[config.mk]
export PLATFORM = sky130hd
export DESIGN_NAME = com_var_delay
export DESIGN_NICKNAME = d
export VERILOG_FILES = /design/src/rtl/com_pkg.sv /design/src/rtl/com_delay_ram.sv /design/src/rtl/com_var_delay.sv
export SDC_FILE = /design/constraint.sdc
export NUM_CORES = 1
export LEC_CHECK = 0
export BUFFER_PORTS_ARGS = -buffer_cell sky130_fd_sc_hd__buf_2
export CORE_ASPECT_RATIO = 1.5
export CORE_MARGIN = 2
export CORE_UTILIZATION = 50
export CTS_CLUSTER_SIZE = 14
export DETAILED_ROUTE_END_ITERATION = 8
export PLACE_DENSITY = 0.7
export SLEW_MARGIN = 20
export SYNTH_ARGS = -nofsm -noshare
export SYNTH_HDL_FRONTEND = slang
export SYNTH_HIERARCHICAL = 1
export SYNTH_SLANG_ARGS = --single-unit
[constraint.sdc]
create_clock -name clk -period 9.1 [get_ports clk]
set_input_delay 1.365 -clock clk [delete_from_list [all_inputs] [get_ports clk]]
set_output_delay 1.365 -clock clk [all_outputs]
set_load 0.02 [all_outputs]
[src/rtl/com_pkg.sv]
// Shared helpers for the com_var_delay delay line.
//   clog2       : ceiling log2, usable in constant expressions
//   PW, DW      : pointer and delay widths for the default 32-entry line
//   lane_slice  : bit offset of lane c inside a packed multi-lane word
package com_pkg;

   function automatic int clog2(input int n);
      int r;
      int v;
      r = 0;
      v = 1;
      while (v < n) begin
         v = v * 2;
         r++;
      end
      return r;
   endfunction

   localparam int MAX_DEPTH_DEF = 32;
   localparam int PW            = clog2(MAX_DEPTH_DEF);
   localparam int DW            = clog2(MAX_DEPTH_DEF + 1);

   function automatic int lane_slice(input int c, input int width = 8);
      return c * width;
   endfunction

endpackage

[src/rtl/com_delay_ram.sv]
// Storage array for the delay line: DEPTH entries of DATA_W bits,
// synchronous write, asynchronous read, no reset (maps to SRL/LUTRAM).
//   clk   : write clock
//   we    : write enable
//   waddr : write address
//   wdata : write data
//   raddr : read address
//   rdata : read data (combinational)
module com_delay_ram #(
   parameter int DEPTH  = 32,
   parameter int DATA_W = 32,
   parameter int PTR_W  = 5
) (
   input  logic              clk,
   input  logic              we,
   input  logic [PTR_W-1:0]  waddr,
   input  logic [DATA_W-1:0] wdata,
   input  logic [PTR_W-1:0]  raddr,
   output logic [DATA_W-1:0] rdata
);

   logic [DATA_W-1:0] mem [DEPTH];

   always_ff @(posedge clk) begin
      if (we) mem[waddr] <= wdata;
   end

   assign rdata = mem[raddr];

endmodule

[src/rtl/com_var_delay.sv]
// Runtime-programmable multi-lane delay line with valid tracking and stall.
// A circular buffer advances one entry per enabled cycle; the read pointer
// trails the write pointer by the registered delay. A delay change flushes
// all valid bits so stale data never emerges at the new latency.
//   clk       : clock
//   rst       : asynchronous active-high reset (wptr, vbit, dly_q only)
//   en        : advance; low holds the line and freezes the output
//   dly       : requested delay 0..MAX_DEPTH, larger values clamp
//   in_valid  : qualifier of in_data
//   in_data   : CHANNELS lanes of WIDTH bits
//   out_valid : qualifier of out_data
//   out_data  : delayed lanes, zero whenever out_valid is low
module com_var_delay
   import com_pkg::*;
#(
   parameter  int WIDTH     = 8,
   parameter  int CHANNELS  = 4,
   parameter  int MAX_DEPTH = 32,
   localparam int DLY_W     = clog2(MAX_DEPTH + 1),
   localparam int PTR_W     = clog2(MAX_DEPTH),
   localparam int DATA_W    = CHANNELS * WIDTH
) (
   input  logic              clk,
   input  logic              rst,
   input  logic              en,
   input  logic [DLY_W-1:0]  dly,
   input  logic              in_valid,
   input  logic [DATA_W-1:0] in_data,
   output logic              out_valid,
   output logic [DATA_W-1:0] out_data
);

   logic [PTR_W-1:0]     wptr;
   logic [PTR_W-1:0]     wptr_nxt;
   logic [PTR_W-1:0]     rptr;
   logic [MAX_DEPTH-1:0] vbit;
   logic [DLY_W-1:0]     dly_q;
   logic [DLY_W-1:0]     dly_c;
   logic                 match;
   logic [DLY_W:0]       wext;
   logic [DLY_W:0]       dext;
   logic [DLY_W:0]       rdiff;
   logic [DATA_W-1:0]    rdata;
   logic [DATA_W-1:0]    src;
   logic                 rd_valid;

   assign dly_c = (dly > DLY_W'(MAX_DEPTH)) ? DLY_W'(MAX_DEPTH) : dly;
   assign match = (dly_c == dly_q);

   assign wptr_nxt = (wptr == PTR_W'(MAX_DEPTH - 1)) ? '0 : wptr + PTR_W'(1);

   // Modulo subtraction that also works for non-power-of-two depths;
   // dly_q == MAX_DEPTH lands on wptr itself (oldest entry).
   assign wext  = (DLY_W + 1)'(wptr);
   assign dext  = (DLY_W + 1)'(dly_q);
   assign rdiff = (dext > wext) ? wext + (DLY_W + 1)'(MAX_DEPTH) - dext
                                : wext - dext;
   assign rptr  = PTR_W'(rdiff);

   always_ff @(posedge clk or posedge rst) begin
      if (rst) begin
         wptr  <= '0;
         vbit  <= '0;
         dly_q <= '0;
      end else begin
         if (!match) begin
            dly_q <= dly_c;
            vbit  <= '0;
         end
         // Later assignment wins, so the write on a flush edge survives.
         if (en) begin
            vbit[wptr] <= in_valid;
            wptr       <= wptr_nxt;
         end
      end
   end

   com_delay_ram #(
      .DEPTH  (MAX_DEPTH),
      .DATA_W (DATA_W),
      .PTR_W  (PTR_W)
   ) u_ram (
      .clk   (clk),
      .we    (en),
      .waddr (wptr),
      .wdata (in_data),
      .raddr (rptr),
      .rdata (rdata)
   );

   assign rd_valid  = (dly_q == '0) ? in_valid : vbit[rptr];
   assign src       = (dly_q == '0) ? in_data : rdata;
   assign out_valid = match & rd_valid;

   for (genvar c = 0; c < CHANNELS; c++) begin : g_lane
      assign out_data[lane_slice(c, WIDTH) +: WIDTH] =
         out_valid ? src[lane_slice(c, WIDTH) +: WIDTH] : '0;
   end

endmodule

Word-level counts from Yosys, hierarchy flattened. Memories as Yosys holds them, arrays and structs flattened. Cells that the tools add are included.

Bits of input ports: 42. RAM bits: 1024. Output and inout port bits: 33. Memories: 1. Word-level logic and storage cells: 36. Register bits after elaboration: 43.

Memory list: u_ram.mem (depth 32, bits a word 32, rd ports 1, clocked after memory_dff 0, wr ports 1, RTL line com_delay_ram.sv:22) `logic [DATA_W-1:0] mem [DEPTH];`.

Reduce and logical (&&, ||, !) cells: 2. Add/sub/neg operators: 4. Multiplexer cells: 18. Bitwise logic cells: 1. Magnitude comparators: 5. Equality and inequality tests: 2.

Operators by type and width (number): $mux W32 (3); $bwmux W32 (1); $mux W8 (4); $lt A5 B6 Y1 const B (2); $add A5 B1 Y5 const B (2); $mux W5 (2); $sub A5 B5 Y5 (2); $eq A6 B6 Y1 (1); $gt A6 B5 Y1 (1); $gt A6 B6 Y1 const B (1); $logic_not A6 Y1 (1); $mux W6 (1); $bmux W1 S5 (1); $demux W1 S5 (1); $eq A5 B5 Y1 const B (1); $ge A5 B1 Y1 const B (1); $mux W1 (5); $and A1 B1 Y1 (1); $logic_and A1 B1 Y1 (1).

Logic depth before layout (Yosys ltp). Gate-level depths: netlist (run 1).

Depth after elaboration: 8. Depth in mapped cells: 15. Mapped depth without buffers: 13.

By module. Netlist (run 1), hierarchy kept.

Modules (own cells, without submodules): com_delay_ram (area an instance 39844.5 µm², seq. area each 30749.5 µm², times used 1, cells each 2228); com_var_delay (area an instance 2980.4 µm², seq. area each 1076.0 µm², times used 1, cells each 329).

Worst setup path before layout (run 1). Ideal clock, no wire load.

Path type: reg-to-output. Start point: register wptr[0]. End point: output out_data[26]. Data required time: 7735 ps. Setup slack: 4673 ps. Stages on the path, launching flop included: 16. Arrival time: 3062 ps. Buffers on the path: 2. Path through: dfrtp_1 -> inv_1 -> ha_1 -> inv_1 -> fa_1 -> a21o_1 -> a21oi_4 -> xor2_2 -> inv_1 -> or2_2 -> clkbuf_1 -> clkbuf_1 -> nor3_1 -> a31oi_1 -> nand3_1 -> a32o_1.

Elaborated cells between the ends (all ways): 12. Classes of those cells: 3 x add/sub; 1 x order compare; 6 x mux; 1 x bitwise; 1 x memory.

RTL lines: from (decl) (RTL line com_var_delay.sv:33) `logic [PTR_W-1:0] wptr;`; from (signal assigned) (RTL line com_var_delay.sv:73) `wptr <= wptr_nxt;`; $add A5 B1 Y5 (RTL line com_var_delay.sv:56) `assign rdiff = (dext > wext) ? wext + (DLY_W + 1)'(MAX_DEPTH) - dext`; $sub A5 B5 Y5 (RTL line com_var_delay.sv:56); $mux W5 * (RTL line com_var_delay.sv:56); named net rdiff[4] (RTL line com_var_delay.sv:42) `logic [DLY_W:0] rdiff;`; $mem_v2 Z32 W32 *; named net rdata[26] (RTL line com_var_delay.sv:43) `logic [DATA_W-1:0] rdata;`; $mux W32 * (RTL line com_var_delay.sv:92) `assign src = (dly_q == '0) ? in_data : rdata;`; $mux W8 * (RTL line com_var_delay.sv:97) `out_valid ? src[lane_slice(c, WIDTH) +: WIDTH] : '0;`; to (decl) (RTL line com_var_delay.sv:30) `output logic [DATA_W-1:0] out_data`.

Mark *: on every way through the listed nets, which the timed path passes. The rest lies on a longest branch. The select of a mux whose other input is x is not followed.

Final worst setup path (run 1).
Start point: register wptr[0]. End point: output out_data[29].

The elaborated chain is that of the path after synthesis.

==> flow_summary.ini, run 1 <==
[critical_path]
crit_chain = inv_1, ha_1, inv_1, fa_1, and2b_4, buf_4, a22o_1, nor3_1, a31oi_1, nand3_1, a22o_1, buf_2
critical_path_required_ns = 7.74
critical_path_class = reg2out
crit_family = adder cells
crit_arrival_ns = 5.01
path_max_fanout = 55
critical-path-slowest-cell = fa_1
crit_path_end_kind = primary output
crit_buf_inv = 4
cp_slowest_stage_delay_ns = 1.00
startpoint_type = flip-flop

[clocking]
cts_sinks = 1067
cts_resized = 0
ctsHtreeMaxLevel = 3
cts_tree = done
postCtsSetupRepairBufs = 0
cts_hold_repair.buffers = 0
clk-insertion-delay-late_ns = 0.65
clk_pin_slew_worst_paths_ns = 0.06
cts.path.max_buffers = 3
ctsRootBufferMaster = clkbuf_16
numCtsBuffers = 92

[sta]
final-max-slew-violation-count = 0
worst_pin_slew_ns = 0.938
setup_viol = 0
final_hold_viol_count = 0
rsz0062_at_grt = false
setup_tns_ns = 0
post-route-period-util = 0.701
fmax_mhz = 157
slew_headroom = 0.373
finalClockSkew_ns = 0.0183
finalCriticalPeriod_ns = 6.38

[final_layout]
drive_above_1_share = 0.111
final.fill_count = 6616
antenna_cells = 0
area_growth_pct = 9.97
layout_commonest_cell = edfxtp_1
fin_area_sq_um = 47100
final_cell_mix = edfxtp_1, mux2i_1, nand2_1
final_nets = 2674
instances_no_fill = 3809

[run_status]
status = finished, final reports clean

[floorplanning]
num_rows = 131
die_h_um = 362
initial_utilization = 0.504
dieArea_sq_um = 88100
core_area_sq_um = 84900
die_w_um = 243
io_pins = 75

[drt]
routed_via_density = 6.26
first_pass_iters = 6
route.detailed.drc = 0
vias = 23837
detail_route.wirelength_mm = 107
routedWlPerCell_um = 28.2
final_antenna_net_count = 0
drtIter0Drc = 2795

[pwr]
p_per_area_nw_per_um2 = 280
vdd_drop_max_mv = 0.310
p_leak_nw = 16.2

[synth]
syn-num-nets = 2609
async_flop_share = 0.0403
synth_edf_count = 1024
synth_area_per_cell_sq_um = 16.7
ys_ff_latch = 1067
synthCells = 2557
yosys_warnings = 6
synth_area_sq_um = 42800
ys.flop_type = edfxtp_1
ys_types = 48
ys_seq_area_frac = 0.743

[placement]
place_area_sq_um = 44500
dpl.hpwl_mm = 56.4
port_buffers = 74
gp_congestion = 0.836
dp_cells = 3658

[global_routing]
grt_pass1_vias = 23662
antenna_found_initial = 1
grt_max_degree = 129
grt_use_total = 0.242
grt_overflow = 0
grt_pass1_wl_mm = 157

[worst_hold_path]
hold_class = reg2reg

[flow_run]
drv_cap = 0
## path summary, 6_finish.rpt
| path | end | slack [ns] | startpoint | depth (start not counted) |
|---|---|---|---|---|
| max | out_data[29] | 2.72 | wptr[0] | 12 |
| min | vbit[25] | 0.55 | vbit[25] | 2 |
| max reg2reg | u_ram/mem[23][18] | 5.98 | wptr[4] | 3 |
| min reg2reg | vbit[25] | 0.55 | vbit[25] | 2 |
| max in group asynchronous | vbit[10] | 7.86 | rst | 3 |
| min in group asynchronous | dly_q[1] | 0.85 | rst | 3 |
## through the flow
step	utilization	setup slack, ns	power [mW]	hold slack [ns]
6_report	0.555	2.72	13.2	0.547
4_1_cts	0.555	2.73	13.2	0.551
3_3_place_gp	0.524	3.46	9.65	0.526
3_5_place_dp	0.524	3.40	9.68	0.542
2_1_floorplan	-	4.67	8.29	0.511
5_1_grt	0.555	2.51	13.6	0.571
## routing by layer
layer,global-route usage,wire length (um),vias to the layer above
met5,0,0,-
met4,0.0924,4010,0
met3,0.0304,7430,230
met2,0.423,55000,1086
met1,0.308,41100,12341
li1,-,-,10180
## sequential cells by signal, indices dropped and copies added (netlist names)
register	cells
u_ram/mem	1024
vbit	32
dly_q	6
wptr	5
## Yosys cell counts, types with 2 or more instances
| library cell | instances | area, sq um |
|---|---|---|
| clkbuf_1 | 68 | 255 |
| nor3_1 | 36 | 180 |
| nand3b_1 | 8 | 60.1 |
| xnor2_1 | 3 | 26.3 |
| mux2i_1 | 515 | 5150 |
| edfxtp_1 | 1024 | 30700 |
| nor4bb_1 | 2 | 20.0 |
| nor2b_1 | 8 | 50.1 |
| clkbuf_4 | 2 | 15.0 |
| nor3b_1 | 2 | 15.0 |
| inv_1 | 9 | 33.8 |
| a21oi_1 | 97 | 485 |
| nand3_1 | 102 | 510 |
| buf_6 | 20 | 225 |
| nand2b_1 | 2 | 12.5 |
| a31oi_1 | 34 | 213 |
| or2_2 | 2 | 12.5 |
| ha_1 | 9 | 113 |
| dfrtp_1 | 43 | 1080 |
| o21ai_0 | 71 | 355 |
| nor2_1 | 60 | 225 |
| buf_1 | 5 | 18.8 |
| nand2_1 | 127 | 477 |
| xor2_2 | 2 | 32.5 |
| or3_1 | 3 | 18.8 |
| and3_1 | 3 | 18.8 |
| mux4_2 | 8 | 180 |
| a22oi_1 | 96 | 721 |
| o21ai_1 | 5 | 25.0 |
| mux2_2 | 2 | 22.5 |
| nand4_1 | 16 | 100 |
| buf_4 | 33 | 248 |
| or3b_2 | 5 | 43.8 |
| a22o_1 | 95 | 832 |
| and2_1 | 2 | 12.5 |
| buf_2 | 26 | 130 |
## cells by family after synthesis
family / after synthesis / synth area share
buffers and inverters: 163 / 0.0216
adders and majority gates: 10 / 0.00310
xor gates and xnor gates: 5 / 0.00137
muxes: 525 / 0.125
and+or+nand+nor: 383 / 0.0423
AOI/OAI and AO/OA: 404 / 0.0634
DFF: 1067 / 0.743
## tightest hold or removal path: cells and delay by family, from the launching register on
kind           cells  cell delay, ns
AO/OA/AOI/OAI      2            0.13
flip-flops         1            0.37
## where the power goes
group	switching, mW	internal (mW)
Combinational	2.71	1.21
Clock	1.66	1.89
Sequential	0.0937	5.62
Total	4.46	8.72
## final cells by class
cell class / count / area (sq um) / area share
multi-input cells: 1327 / 10300 / 0.220
clock buffers: 114 / 2450 / 0.0520
clock inverters: 37 / 186 / 0.00396
repair buffers: 125 / 828 / 0.0176
flip-flops and latches: 1067 / 31800 / 0.676
well taps: 1130 / 1410 / 0.0300
inverters: 9 / 41.3 / 0.000877
(Power assumes the default switching activity.)
==> inputs of run 2 (changes only) <==
--- a/config.mk
+++ b/config.mk
@@ -5,13 +5,14 @@
 export SDC_FILE = /design/constraint.sdc
 export NUM_CORES = 1
 export LEC_CHECK = 0
+export ABC_AREA = 1
 export BUFFER_PORTS_ARGS = -buffer_cell sky130_fd_sc_hd__buf_2
 export CORE_ASPECT_RATIO = 1.5
 export CORE_MARGIN = 2
 export CORE_UTILIZATION = 50
 export CTS_CLUSTER_SIZE = 14
 export DETAILED_ROUTE_END_ITERATION = 8
-export PLACE_DENSITY = 0.7
+export PLACE_DENSITY = 0.72
 export SLEW_MARGIN = 20
 export SYNTH_ARGS = -nofsm -noshare
 export SYNTH_HDL_FRONTEND = slang
==> constraint.sdc (replaced) <==
create_clock -name clk -period 5.23 [get_ports clk]
set_input_delay 0.7845 -clock clk [delete_from_list [all_inputs] [get_ports clk]]
set_output_delay 0.7845 -clock clk [all_outputs]
set_load 0.02 [all_outputs]
==> flow_summary.ini, run 2 <==
[sta]
fmax_mhz = 200
hold_ws_ns = 0.217
finalClockSkew_ns = 0.0244
worst_pin_slew_ns = 1.17
slew_headroom = 0.218
rsz0062_at_grt = true
post-route-period-util = 0.955
final-max-slew-violation-count = 0
finalWorstSetupSlack_ns = 0.233
finalCriticalPeriod_ns = 5.00
setup_viol = 0
final_hold_viol_count = 0

[pwr]
vdd_drop_max_mv = 0.438
p_leak_nw = 18.5
p_per_area_nw_per_um2 = 503

[synth]
synth_area_leader_cell = edfxtp_1
yosysMostFrequentCell = nand2_1
ys_types = 34
synth_top_area_frac = 0.682
syn-num-nets = 4058
synthTopCellsByCount = nand2_1, edfxtp_1, nand3_1, buf_2, inv_1
synthCells = 4006
ys.flop_type = edfxtp_1
synth_area_per_cell_sq_um = 11.3
synth_area_sq_um = 45100
synth_edf_count = 1024
ys_seq_area_frac = 0.706
yosys_warnings = 6
ys_ff_latch = 1067
synthTopCellsByArea = edfxtp_1, nand2_1, nand3_1
async_flop_share = 0.0403

[drt]
route.detailed.drc = 0
detail_route.wirelength_mm = 123
first_pass_iters = 6
routed_via_density = 5.90
vias = 30988
routedWlPerCell_um = 23.5
drtIter0Drc = 3723
final_antenna_net_count = 0

[run_status]
status = finished, final reports clean

[global_routing]
grt_max_degree = 176
grt_pass1_wl_mm = 183
grt_overflow = 0
grt_use_total = 0.264
grt_pass1_vias = 30079
antenna_found_initial = 8

[floorplanning]
core_area_sq_um = 89200
die_h_um = 372
die_w_um = 249
dieArea_sq_um = 92600
io_pins = 75
num_rows = 134
initial_utilization = 0.505

[worst_hold_path]
hold_class = in2async

[critical_path]
cp_slowest_stage_delay_ns = 0.46
crit_arrival_ns = 4.21
critical_path_class = reg2out
critical_path_required_ns = 4.45
startpoint_type = flip-flop
path_max_fanout = 119
crit_chain = inv_1, ha_1, inv_16, clkinv_16, buf_4, nand2_1, nand3_1, nand3_1, nand2_1, nand2_1, nand2_1, nand2_1, nand2_1, nand2_1, nand2_1, inv_1, nor2_2, buf_2
critical-path-slowest-cell = dfrtp_1
reg2reg_slack_ns = 2.08
crit_path_end_kind = primary output
crit_top_cell = nand2_1

[placement]
dpl.hpwl_mm = 63.9
gp_congestion = 0.825
port_buffers = 74
dpl_worst_slack_ns = 0.759

[clocking]
clk-insertion-delay-late_ns = 0.69
cts_sinks = 1067
cts.path.max_buffers = 3
numCtsBuffers = 95
ctsHtreeMaxLevel = 3
clk_pin_slew_worst_paths_ns = 0.06
cts_hold_repair.buffers = 0
cts_tree = done
ctsRootBufferMaster = clkbuf_16

[final_layout]
area_growth_pct = 9.65
final_nets = 4081
drive_above_1_share = 0.0891
largest_reg_flops = 1024
final_cell_mix = nand2_1, edfxtp_1, nand3_1
top_register = u_ram/mem
layout_commonest_cell = nand2_1
top_regs = u_ram/mem x1024, vbit x32, dly_q x6

[flow_run]
drv_cap = 0
## run 2: critical path, delay by kind of cell (launching register included)
kind,cells,cell delay [ns]
adder cells (fa/ha/maj),1,0.46
buffers and inverters,6,1.53
flip-flops,1,0.46
AND/OR/NAND/NOR,11,0.92
## run 2: cell type report
class,count,area (sq um)
antenna,1,2.50
clock buffer,115,2450
clock inverter,48,339
fill,7211,39800
inverter,85,389
multi-input combinational,2612,11500
sequential,1067,31800
tap,1156,1450
timing repair buffer,168,1440
## run 2: what timing repair did
| item | 4_1_cts | 5_1_grt |
|---|---|---|
| resized for setup | 0 | 13 |
| buffers inserted | 0 | 5 |
| setup endpoints to repair | 0 | 28 |
## run 2: cells by family after synthesis
family	synth area share
and+or+nand+nor	0.238
AOI/OAI and AO/OA	0.00758
xor gates and xnor gates	0.00117
muxes	0.000222
DFF	0.706
adders and majority gates	0.00294
buffers and inverters	0.0443
## run 2: stage by stage
step	instance area, sq um	utilization	total power [mW]	setup TNS (ns)	instances
final	49400	0.554	24.9	0	5252
after global routing	49400	0.554	26.0	-0.0113	5251
after CTS	49300	0.553	24.7	0	5244
after detailed placement	46500	0.521	18.2	0	5081
after global placement	46500	0.521	18.2	0	5081
after floorplan	45100	-	15.4	0	4006
## run 2: power breakdown
group / switching (mW) / internal, mW / total [mW] / leakage (nW)
sequential: 0.125 / 9.77 / 9.90 / 9.81
combinational: 6.16 / 2.29 / 8.46 / 7.33
clock: 3.02 / 3.48 / 6.50 / 1.37
total: 9.31 / 15.5 / 24.9 / 18.5
## run 2: per-layer routing
| layer | GRT usage | up-vias | wire length, um |
|---|---|---|---|
| met5 | 0 | - | 62 |
| met4 | 0.120 | 10 | 5490 |
| met3 | 0.0547 | 347 | 13000 |
| met2 | 0.431 | 1814 | 58600 |
| met1 | 0.342 | 14971 | 46100 |
| li1 | - | 13846 | - |
## run 2: path summary, 6_finish.rpt
kind	to	cells after the start	startpoint
max in group asynchronous	vbit[21]	3	rst
hold / removal	dly_q[4]	3	rst
setup / recovery	out_data[0]	18	wptr[0]
min in group clk	dly_q[5]	1	dly[5]
setup reg to reg	u_ram/mem[11][28]	3	wptr[1]
hold reg to reg	vbit[14]	2	vbit[14]
